--- src/rtl/pc_ras.sv ---
// pc_ras: fetch-stage program counter with next-PC selection and a circular
// return-address stack (RAS).
//
// Next-PC sources (PC_SEL): 0 = sequential PC_NEXT, 1 = PC_TARGET,
// 2 = RAS top (falls through to PC_NEXT when the stack is empty),
// 3 = TRAP_VEC.
//
// Optional feature, enabled by defining the macro PC_MISALIGN_EN:
// a selected next PC whose bits [1:0] are non-zero is replaced by TRAP_VEC
// and PC_MISALIGN pulses high for one cycle. TRAP_VEC itself is never
// checked. With the macro undefined the selected value is loaded unchanged
// and PC_MISALIGN is tied low.
module pc_ras #(
  parameter int               WIDTH     = 32,
  parameter logic [WIDTH-1:0] RESET_VEC = WIDTH'(32'h0000_0000),
  parameter int               INC       = 4,
  parameter int               RAS_DEPTH = 4
) (
  input  logic                           CLK,
  input  logic                           PC_RST,
  input  logic                           PC_WRITE,
  input  logic [1:0]                     PC_SEL,
  input  logic [WIDTH-1:0]               PC_TARGET,
  input  logic [WIDTH-1:0]               TRAP_VEC,
  input  logic                           RAS_PUSH,
  input  logic                           RAS_POP,
  output logic [WIDTH-1:0]               PC,
  output logic [WIDTH-1:0]               PC_NEXT,
  output logic [WIDTH-1:0]               RAS_TOP,
  output logic [$clog2(RAS_DEPTH+1)-1:0] RAS_COUNT,
  output logic                           RAS_EMPTY,
  output logic                           RAS_FULL,
  output logic                           PC_MISALIGN
);

  // Pointer indexes the stack storage; the count needs one extra state to
  // represent "full" separately from "empty".
  localparam int               PTR_W   = $clog2(RAS_DEPTH);
  localparam int               CNT_W   = $clog2(RAS_DEPTH + 1);
  localparam logic [CNT_W-1:0] CNT_MAX = CNT_W'(RAS_DEPTH);
  localparam logic [PTR_W-1:0] PTR_ONE = PTR_W'(1);
  localparam logic [CNT_W-1:0] CNT_ONE = CNT_W'(1);

  // PC selector encodings
  localparam logic [1:0] SEL_SEQ    = 2'd0;
  localparam logic [1:0] SEL_TARGET = 2'd1;
  localparam logic [1:0] SEL_RAS    = 2'd2;
  localparam logic [1:0] SEL_TRAP   = 2'd3;

  // Architectural state
  logic [WIDTH-1:0] pc_q;
  logic [PTR_W-1:0] ptr_q;
  logic [CNT_W-1:0] cnt_q;
  logic             misalign_q;
  logic [WIDTH-1:0] ras_mem [RAS_DEPTH];

  // Next-state and control signals
  logic [WIDTH-1:0] pc_seq;
  logic [WIDTH-1:0] top_value;
  logic             ras_empty;
  logic             ras_full;
  logic             push_en;
  logic             pop_en;
  logic [WIDTH-1:0] sel_pc;
  logic [WIDTH-1:0] load_pc;
  logic             misaligned;
  logic [PTR_W-1:0] ptr_next;
  logic [CNT_W-1:0] cnt_next;
  logic             wr_en;
  logic [PTR_W-1:0] wr_idx;

  // Sequential successor and stack status, derived from registered state only
  always_comb begin
    pc_seq    = pc_q + WIDTH'(INC);
    ras_empty = (cnt_q == '0);
    ras_full  = (cnt_q == CNT_MAX);
    top_value = ras_empty ? '0 : ras_mem[ptr_q];
  end

  // Push/pop only count when the PC is actually advancing
  always_comb begin
    push_en = PC_WRITE & RAS_PUSH;
    pop_en  = PC_WRITE & RAS_POP;
  end

  // Next-PC mux; the RAS value used is the pre-update top of stack
  always_comb begin
    sel_pc = pc_seq;
    case (PC_SEL)
      SEL_SEQ:    sel_pc = pc_seq;
      SEL_TARGET: sel_pc = PC_TARGET;
      SEL_RAS:    sel_pc = ras_empty ? pc_seq : top_value;
      SEL_TRAP:   sel_pc = TRAP_VEC;
      default:    sel_pc = pc_seq;
    endcase
  end

`ifdef PC_MISALIGN_EN
  // Redirect misaligned fetch targets to the trap vector; the trap vector
  // itself is trusted and never redirected
  always_comb begin
    misaligned = (PC_SEL != SEL_TRAP) && (sel_pc[1:0] != 2'b00);
    load_pc    = misaligned ? TRAP_VEC : sel_pc;
  end
`else
  // Misalignment checking disabled: load the selected value unchanged
  always_comb begin
    misaligned = 1'b0;
    load_pc    = sel_pc;
  end
`endif

  // Stack pointer/count update and storage write decision
  always_comb begin
    ptr_next = ptr_q;
    cnt_next = cnt_q;
    wr_en    = 1'b0;
    wr_idx   = ptr_q;
    if (push_en && pop_en && !ras_empty) begin
      // Return immediately followed by a call: replace the top entry
      wr_en  = 1'b1;
      wr_idx = ptr_q;
    end else if (push_en) begin
      // Plain push; when full the oldest entry is silently overwritten
      wr_en    = 1'b1;
      wr_idx   = ptr_q + PTR_ONE;
      ptr_next = ptr_q + PTR_ONE;
      cnt_next = ras_full ? cnt_q : cnt_q + CNT_ONE;
    end else if (pop_en && !ras_empty) begin
      // Pop: underflow leaves pointer and count untouched
      ptr_next = ptr_q - PTR_ONE;
      cnt_next = cnt_q - CNT_ONE;
    end
  end

  // PC, pointer, count and misalignment flag registers with synchronous reset
  always_ff @(posedge CLK) begin
    if (PC_RST) begin
      pc_q       <= RESET_VEC;
      ptr_q      <= '0;
      cnt_q      <= '0;
      misalign_q <= 1'b0;
    end else begin
      misalign_q <= PC_WRITE & misaligned;
      if (PC_WRITE) begin
        pc_q  <= load_pc;
        ptr_q <= ptr_next;
        cnt_q <= cnt_next;
      end
    end
  end

  // Stack storage; contents are not reset, only the pointer and count are
  always_ff @(posedge CLK) begin
    if (wr_en && !PC_RST) begin
      ras_mem[wr_idx] <= pc_seq;
    end
  end

  // Output drive
  always_comb begin
    PC          = pc_q;
    PC_NEXT     = pc_seq;
    RAS_TOP     = top_value;
    RAS_COUNT   = cnt_q;
    RAS_EMPTY   = ras_empty;
    RAS_FULL    = ras_full;
    PC_MISALIGN = misalign_q;
  end

endmodule

--- config.mk ---
export PLATFORM = sky130hd
export DESIGN_NAME = pc_ras
export DESIGN_NICKNAME = d
export VERILOG_FILES = /design/src/rtl/pc_ras.sv
export SDC_FILE = /design/constraint.sdc
export NUM_CORES = 1
export LEC_CHECK = 0
export BUFFER_PORTS_ARGS = -buffer_cell sky130_fd_sc_hd__buf_2
export CORE_ASPECT_RATIO = 1.1
export CORE_MARGIN = 2
export CORE_UTILIZATION = 45
export DETAILED_ROUTE_END_ITERATION = 7
export PLACE_DENSITY = 0.76
export SETUP_SLACK_MARGIN = 0.2
export SLEW_MARGIN = 20
export SYNTH_ARGS = -nofsm -noshare
export SYNTH_HDL_FRONTEND = slang
export SYNTH_SLANG_ARGS = --single-unit
export TNS_END_PERCENT = 1
--- constraint.sdc ---
create_clock -name CLK -period 4.35 [get_ports CLK]
set_input_delay 0.435 -clock CLK [delete_from_list [all_inputs] [get_ports CLK]]
set_output_delay 0.435 -clock CLK [all_outputs]
set_load 0.1 [all_outputs]
==> results of run 1 <==
-- tightest hold or removal path: cells and delay by family --
| family | cells | cell delay (ps) |
|---|---|---|
| AO/OA/AOI/OAI | 2 | 220 |
| buffers and inverters | 1 | 100 |
-- through the flow --
stage               cell area [um^2]  util [%]
global placement                9160      51.8
detailed placement              9160      51.8
finish                          9780      55.3
global route                    9780      55.3
floorplan                       8110         -
CTS                             9780      55.3
-- worst paths after layout --
path | start | to | slack, ps | cells past startpoint
max | PC[6] | PC_NEXT[27] | 510 | 5
min | TRAP_VEC[1] | PC[1] | 370 | 3
max reg2reg | flip-flop | PC[18] | 1640 | 5
min reg2reg | PC[8] | PC[8] | 560 | 2
-- cell type report --
| class | instances | area (um^2) |
|---|---|---|
| Tap cell | 238 | 298 |
| Clock inverter | 10 | 118 |
| Fill cell | 1472 | 7900 |
| Clock buffer | 22 | 495 |
| Inverter | 12 | 45.0 |
| Antenna cell | 1 | 2.50 |
| Sequential cell | 167 | 4630 |
| Timing Repair Buffer | 184 | 978 |
| Multi-Input combinational cell | 394 | 3220 |
-- registers in the layout, summed over array words and instances, names as in the netlist, named ones only --
name and count:
ras_mem 128, RAS_COUNT 3, ptr_q 2, PC 32
-- cell families after synthesis --
group / Yosys count / share of synthesized area (%)
other: 1 / 0.0463
AO/OA/AOI/OAI: 124 / 10.9
buffers and inverters: 65 / 3.72
XOR/XNOR: 28 / 3.03
flip-flops: 167 / 57.1
AND/OR/NAND/NOR: 182 / 12.7
adder cells (fa/ha/maj): 4 / 0.710
multiplexers: 55 / 11.8
-- power groups by stage --
stage          clock (mW)  sequential [mW]  combinational [mW]
4_1_cts              1.55             1.89                1.63
3_3_place_gp            0             1.92                1.62
5_1_grt              1.61             1.91                1.69
3_5_place_dp            0             1.93                1.63
6_report             1.55             1.89                1.63
2_1_floorplan           0             2.09                1.16
-- placed cells by master, fill, tap and decap left out, types with 13 or more instances in the layout --
cell type | Yosys | final
and2_1 | 35 | 35
dfxtp_1 | 39 | 38
buf_2 | 16 | 171
a21oi_1 | 23 | 22
nor2_1 | 33 | 30
edfxtp_1 | 128 | 128
nor3_1 | 19 | 19
o21ai_0 | 29 | 29
nand3_1 | 16 | 16
clkbuf_16 | 0 | 18
xnor2_1 | 15 | 15
nand2_1 | 28 | 28
mux4_2 | 32 | 32
xor2_1 | 13 | 13
nand4_1 | 14 | 14
mux2i_1 | 17 | 17
-- metal layers --
| layer | vias up | share of wire, % | wire length [um] | GRT usage [%] |
|---|---|---|---|---|
| li1 | 2735 | - | - | - |
| met1 | 2978 | 41 | 9210 | 31.5 |
| met2 | 267 | 49 | 11100 | 39.1 |
| met3 | 38 | 8.3 | 1880 | 6.41 |
| met4 | 0 | 2.2 | 495 | 7.95 |
| met5 | - | 0 | 0 | 0 |
==> results_dict.tcl, run 1 <==
set metrics [dict create \
    grt-ovfl-total 0 \
    power_per_cell_area_nw_per_um2 518 \
    arrival_ps 3410 \
    crit_buf_inv 1 \
    synth-async-reset-ratio_pct 0 \
    cp.required_ps 3910 \
    synth_warnings 0 \
    io_pins 173 \
    grt_pass1_vias 5628 \
    synth_fp_nets 701 \
    vias 6018 \
    final_nets 851 \
    maxSlewViolCount 0 \
    syn_avg_cell_area_um2 12.9 \
    irDropWorstVdd_v 0.000343 \
    clock_sinks 167 \
    period_share_pct 88.4 \
    synth_common_cells "edfxtp_1 (128), dfxtp_1 (39), and2_1 (35)" \
    ctsHoldBuffers 0 \
    seqPwrFrac_pct 37.4 \
    numPlacedInstances 995 \
    areaGrowthSynthToFinish_pct 20.7 \
    max_stage_delay_ps 770 \
    grt_setup_unrepaired "no" \
    slowest_stage "nor4_2" \
    cts_tree "yes" \
    grt_pass1_wl_mm 34.0 \
    synth_area_leaders "edfxtp_1 (47%), dfxtp_1 (9.6%), mux4_2 (8.9%)" \
    first_pass_iters 7 \
    hold_path_class "input pin to flip-flop" \
    fp.coreArea_um2 17700 \
    cap_viol_max_count 0 \
    post_drt_wl_per_cell_um 22.1 \
    p_sw_share_pct 40.0 \
    drt_wl_total_mm 22.7 \
    timing.fmax_mhz 260 \
    ys_seq_area_share_pct 57.1 \
    hold_slack_ps 369 \
    clk_latency_ps 440 \
    post_drt_via_cell_ratio 5.85 \
    status "finished, final reports clean" \
    post-cts-setup-buffers 0 \
    grt_max_degree 47 \
    yosysTopAreaCellShare_pct 47.4 \
    die_x_um 132 \
    path_clk_slew_ps 60 \
    ctsResizeCount 0 \
    final_hold_viol_count 0 \
    synthCells 626 \
    ys_dominant_reg_cell "edfxtp_1" \
    setup_viol 0 \
    skew_ps 8.19 \
    yosys.area.top_type "edfxtp_1" \
    final-instance-count-excl-fill 1028 \
    p_total_mw 5.07 \
    drt-initial-drc-count 591 \
    htree_levels 4 \
    cts_root_buf "clkbuf_16" \
    cts_buffer_depth 2 \
    synth_edf_count 128 \
    ant_nets 0 \
    slew-limit-headroom_pct 42.1 \
    cp-end-kind "primary output" \
    critPathTopFamily "simple AND/OR/NAND/NOR gates" \
    ys_ff_latch 167 \
    internal-power_mw 3.04 \
    gr-usage-all-layers_pct 24.0 \
    path_class "flip-flop to primary output" \
    syn-cell-area_um2 8100 \
    yosysMostFrequentCell "edfxtp_1" \
    antenna_found_initial 1 \
    worstMarginPinSlew_ps 869 \
    post-place-ws_ps 1010 \
    period_needed_ps 3840 \
    synth_cell_types 67 \
    combPwrFrac_pct 32.1 \
    initial_core_util_pct 45.8 \
    crit_path_start_kind "flip-flop" \
    drc 0 \
    clkPwrFrac_pct 30.5 \
    routabilityCongestion 0.848 \
    setup_slack_ps 506 \
    p_leak_nw 3.71 \
    hpwl_mm 15.9 \
    io_buffers 171 \
    tns_ps 0 \
    p_switching_mw 2.03 \
    final_layout_size_suffix_gt1_share_pct 35.0 \
    cts_made_buffers 17 \
    rows 51 \
    die-area_um2 19100 \
    die_h_um 145 \
    path_max_fanout 11 \
    cp_cell_sequence "nand3_1 -> nor4_2 -> nand4_1 -> xnor2_1 -> buf_2" \
]
Power figures use the tool's default switching activity.
==> run 2, diff against run 1 <==
--- a/config.mk
+++ b/config.mk
@@ -8,9 +8,9 @@
 export BUFFER_PORTS_ARGS = -buffer_cell sky130_fd_sc_hd__buf_2
 export CORE_ASPECT_RATIO = 1.1
 export CORE_MARGIN = 2
-export CORE_UTILIZATION = 45
+export CORE_UTILIZATION = 55
 export DETAILED_ROUTE_END_ITERATION = 7
-export PLACE_DENSITY = 0.76
+export PLACE_DENSITY = 0.88
 export SETUP_SLACK_MARGIN = 0.2
 export SLEW_MARGIN = 20
 export SYNTH_ARGS = -nofsm -noshare
==> run 2 against run 1 <==
  * Final cell count decreased by 4.6%
  * Setup slack improved by 26 ps
  * Critical endpoint is now PC_NEXT[31]
  * Maximum frequency increased by 0.69%
  * Largest power group unchanged
  * Highest routed layer unchanged
==> results_dict.tcl, run 2 (synthesis gave the netlist of run 1 again) <==
set metrics [dict create \
    cts_buffer_depth 2 \
    cts_tree "yes" \
    antenna_found_initial 0 \
    ff2ff_path_depth 5 \
    post-place-ws_ps 1130 \
    path_depth 5 \
    fp.coreArea_um2 14400 \
    drc 0 \
    grt_pass1_vias 6219 \
    cp_cell_sequence "nand3_1 -> nor4_2 -> and4_1 -> xor2_1 -> buf_2" \
    post-cts-setup-buffers 0 \
    crit_buf_inv 1 \
    period_share_pct 87.8 \
    largest-register "ras_mem" \
    io_pins 173 \
    whs_path_depth 4 \
    grt_pass1_wl_mm 34.7 \
    ctsResizeCount 0 \
    htree_levels 4 \
    status "finished, final reports clean" \
    cp-end-kind "primary output" \
    nFillCells 1048 \
    final_layout_size_suffix_gt1_share_pct 35.0 \
    hpwl_mm 15.2 \
    grt_max_degree 47 \
    irDropWorstVdd_v 0.000319 \
    clock_sinks 167 \
    io_buffers 171 \
    grt-ovfl-total 0 \
    p_leak_nw 3.66 \
    crit_start "PC[6]" \
    routabilityCongestion 0.916 \
    vias 6411 \
    mostFrequentLayoutCells "buf_2 (171), edfxtp_1 (128), dfxtp_1 (37), and2_1 (35), mux4_2 (32)" \
    fin_area_um2 9600 \
    slew-limit-headroom_pct 36.2 \
    path_class "flip-flop to primary output" \
    ant_nets 0 \
    critPathTopFamily "simple AND/OR/NAND/NOR gates" \
    rows 46 \
    grt_setup_unrepaired "no" \
    areaGrowthSynthToFinish_pct 18.5 \
    cts_made_buffers 17 \
    drt-initial-drc-count 976 \
    period_needed_ps 3820 \
    setup_slack_ps 532 \
    skew_ps 8.72 \
    post_drt_wl_per_cell_um 23.3 \
    maxSlewViolCount 0 \
    final_nets 851 \
    ctsHoldBuffers 0 \
    path_clk_slew_ps 60 \
    worstHoldStart "TRAP_VEC[19]" \
    place_area_um2 9070 \
    cap_viol_max_count 0 \
    slowest_stage "nor4_2" \
    hold_slack_ps 392 \
    post_drt_via_cell_ratio 6.54 \
    max_stage_delay_ps 780 \
    crit_path_start_kind "flip-flop" \
    timing.fmax_mhz 262 \
    gr-usage-all-layers_pct 29.4 \
    die_h_um 131 \
    arrival_ps 3380 \
    clk_latency_ps 430 \
    first_pass_iters 7 \
    final_hold_viol_count 0 \
    path_max_fanout 11 \
    die_x_um 120 \
    hold_path_class "input pin to flip-flop" \
    setup_viol 0 \
    layout_commonest_cell "buf_2" \
    power_per_cell_area_nw_per_um2 509 \
    initial_core_util_pct 56.3 \
    worst_r2r_startpoint "RAS_COUNT[1]" \
    drt_wl_total_mm 22.9 \
    diodes 0 \
    worstMarginPinSlew_ps 955 \
    largest_reg_flops 128 \
    die-area_um2 15700 \
    cp.required_ps 3910 \
    cts_root_buf "clkbuf_16" \
]
[run 2: cell count changes in the layout (fill, tap and decap cells not counted), moves of 2 or more]
cell and change:
clkbuf_8 -3, clkinv_1 +2, nor2_4 -3, buf_12 -2
bufinv_16 -2, nor2_2 +3, buf_4 +2
[run 2: worst min-delay path: stages]
cell,delay (ps)
buf_2,80
a222oi_1,80
o31ai_1,80
a32o_1,120
[run 2: worst paths after layout]
check / end / slack (ps)
worst max register to register: ras_mem[3][18] / 1560
worst min register to register: PC[29] / 540
worst max-delay path: PC_NEXT[31] / 530
worst min-delay path: PC[19] / 390
[run 2: report_power, final]
part           switching [mW]  internal (mW)  leakage [nW]  total (mW)
Combinational            1.32          0.318          1.91        1.64
Sequential             0.0913           1.80          1.50        1.89
Clock                   0.629          0.730         0.246        1.36
[run 2: routing by layer]
layer  vias to the layer above  track usage (%)  share of wire [%]
li1                       2733                -                  -
met1                      3102             36.7                 36
met2                       498             47.8                 49
met3                        78             6.73                 11
met4                         0             15.1                4.5
met5                         -                0                  0
[run 2: final cells by class]
class	count	area (um^2)	share of cell area (%)
inverters	12	45.0	0.469
clock inverters	14	101	1.06
clock buffers	18	429	4.47
multi-input cells	394	3200	33.4
well taps	192	240	2.50
repair buffers	184	953	9.93
flip-flops and latches	167	4630	48.2
[run 2: stage by stage]
step                instances  power (mW)  TNS, ps  utilization (%)
global placement          949        3.53        0             63.0
detailed placement        949        3.55        0             63.0
CTS                       981        4.88        0             66.7
global route              981        5.02        0             66.7
floorplan                 626        3.25     -269                -
finish                    981        4.89        0             66.7
==> run 3, diff against run 2 <==
==> constraint.sdc (replaced) <==
create_clock -name CLK -period 4.35 [get_ports CLK]
set_input_delay 0.2175 -clock CLK [delete_from_list [all_inputs] [get_ports CLK]]
set_output_delay 0.2175 -clock CLK [all_outputs]
set_load 0.1 [all_outputs]
==> run 3 against run 2 <==
  * Largest power group unchanged
  * Maximum frequency grew 5.7%
  * First-iteration DRC count shrank 12%
  * Combinational power is essentially flat
  * Sequential power is essentially flat
  * Global-route usage shrank 0.55 points
  * Die area is the same
  * Register-to-register slack gained 60 ps
  * Flip-flop and latch count is the same
  * Clock skew grew 3.5 ps
  * Count of clock-buffer cells in the layout grew 2
  * Non-clock buffer count shrank 1
  * Routed wire length shrank 0.20%
==> results_dict.tcl, run 3 (synthesis gave the netlist of run 1 again) <==
set metrics [dict create \
    status "finished, final reports clean" \
    fin_area_um2 9650 \
    cts_root_buf "clkbuf_16" \
    critPathTopFamily "simple AND/OR/NAND/NOR gates" \
    place_area_um2 9060 \
    slowest_stage "nor4_2" \
    antenna_found_initial 0 \
    ant_nets 0 \
    irDropWorstVdd_v 0.000320 \
    largest-register "ras_mem" \
    nFillCells 1011 \
    power_per_cell_area_nw_per_um2 522 \
    use_met2_pct 47.7 \
    combPwrFrac_pct 32.5 \
    largest_reg_flops 128 \
    layout_commonest_cell "buf_2" \
    die-area_um2 15700 \
    hold_path_class "input pin to flip-flop" \
    grt_pass1_wl_mm 34.1 \
    clock_sinks 167 \
    slew-limit-headroom_pct 38.5 \
    areaGrowthSynthToFinish_pct 19.1 \
    drt-initial-drc-count 857 \
    final_hold_viol_count 0 \
    period_needed_ps 3610 \
    cts_buffer_depth 2 \
    path_clk_slew_ps 60 \
    gr-usage-met3_pct 5.82 \
    path_max_fanout 11 \
    io_pins 173 \
    top_usage_layer "met2" \
    die_x_um 120 \
    routabilityCongestion 0.908 \
    initial_core_util_pct 56.3 \
    setup_viol 0 \
    p_switching_mw 2.02 \
    htree_levels 4 \
    final_layout_size_suffix_gt1_share_pct 34.4 \
    post_drt_wl_per_cell_um 23.3 \
    grt_setup_unrepaired "no" \
    hpwl_mm 15.1 \
    maxSlewViolCount 0 \
    cts_made_buffers 17 \
    io_buffers 171 \
    timing.fmax_mhz 277 \
    rows 46 \
    post-cts-setup-buffers 0 \
    fp.coreArea_um2 14400 \
    worstMarginPinSlew_ps 921 \
    grt-ovfl-total 0 \
    crit_path_start_kind "flip-flop" \
    mostFrequentLayoutCells "buf_2 (171), edfxtp_1 (128), dfxtp_1 (38), and2_1 (35), mux4_2 (32)" \
    seqPwrFrac_pct 37.6 \
    grt_max_degree 47 \
    skew_ps 12.2 \
    drt_wl_total_mm 22.8 \
    cp_cell_sequence "nand3_1 -> nor4_2 -> and4_1 -> xor2_1 -> buf_2" \
    die_h_um 131 \
    cap_viol_max_count 0 \
    gr-usage-all-layers_pct 28.8 \
    arrival_ps 3400 \
    first_pass_iters 6 \
    p_sw_share_pct 40.0 \
    tns_ps 0 \
    diodes 0 \
    ctsResizeCount 0 \
    internal-power_mw 3.02 \
    crit_buf_inv 1 \
    grt_pass1_vias 6077 \
    cts_tree "yes" \
    max_stage_delay_ps 750 \
    clkPwrFrac_pct 29.9 \
    cp-end-kind "primary output" \
    post_drt_via_cell_ratio 6.53 \
    vias 6401 \
    path_class "flip-flop to primary output" \
    met1_usage_pct 37.1 \
    clk_latency_ps 430 \
    p_leak_nw 3.69 \
    final_nets 850 \
    drc 0 \
    cp.required_ps 4130 \
    period_share_pct 83.1 \
    ctsHoldBuffers 0 \
]
## run 3: changes by cell type in the layout (fill, tap and decap cells not counted), sizes merged
| cell | before | now |
|---|---|---|
| bufinv | 0 | 3 |
| clkinv | 6 | 5 |
| clkbuf | 18 | 20 |
| clkinvlp | 5 | 2 |
| inv | 15 | 14 |
| buf | 184 | 183 |
## run 3: path summary, 6_finish.rpt
| kind | from | end | slack, ps | depth (start not counted) |
|---|---|---|---|---|
| max | PC[6] | PC_NEXT[31] | 740 | 5 |
| min | TRAP_VEC[20] | PC[20] | 170 | 4 |
| max reg2reg | RAS_COUNT[1] | ras_mem[3][23] | 1620 | 5 |
| min reg2reg | PC[29] | PC[29] | 560 | 2 |
## run 3: cell type report
type	instances	area (um^2)	share of cell area, %
inverters	12	45.0	0.467
repair buffers	183	946	9.81
flip-flops and latches	167	4630	48.0
clock inverters	12	153	1.58
well taps	192	240	2.49
multi-input cells	394	3200	33.2
clock buffers	20	437	4.53
## run 3: tightest hold or removal path: cells and delay by family
family                 cells  cell delay (ps)
AOI/OAI and AO/OA          3              250
buffers and inverters      1               90
## run 3: per-layer routing
metal	routed length [um]	vias up	share of wire, %
li1	-	2739	-
met1	8270	3130	36
met2	11300	468	49
met5	0	-	0
met4	774	0	3.4
met3	2510	64	11
## run 3: power by group through the flow
| stage | registers, mW | clock network [mW] | logic (mW) |
|---|---|---|---|
| after floorplan | 2.09 | 0 | 1.16 |
| after global placement | 1.92 | 0 | 1.61 |
| after detailed placement | 1.92 | 0 | 1.62 |
| after CTS | 1.89 | 1.51 | 1.63 |
| after global routing | 1.90 | 1.57 | 1.69 |
| final | 1.89 | 1.51 | 1.64 |
## run 3: stage by stage
step / util, % / setup WS (ps) / std cells / total power, mW / hold WS, ps
after floorplan: - / -67.4 / 626 / 3.25 / 450
after CTS: 67.0 / 830 / 980 / 5.03 / 175
final: 67.0 / 737 / 980 / 5.04 / 173
after detailed placement: 62.9 / 1320 / 948 / 3.55 / 502
after global routing: 67.0 / 597 / 980 / 5.15 / 204
after global placement: 62.9 / 1420 / 948 / 3.53 / 503
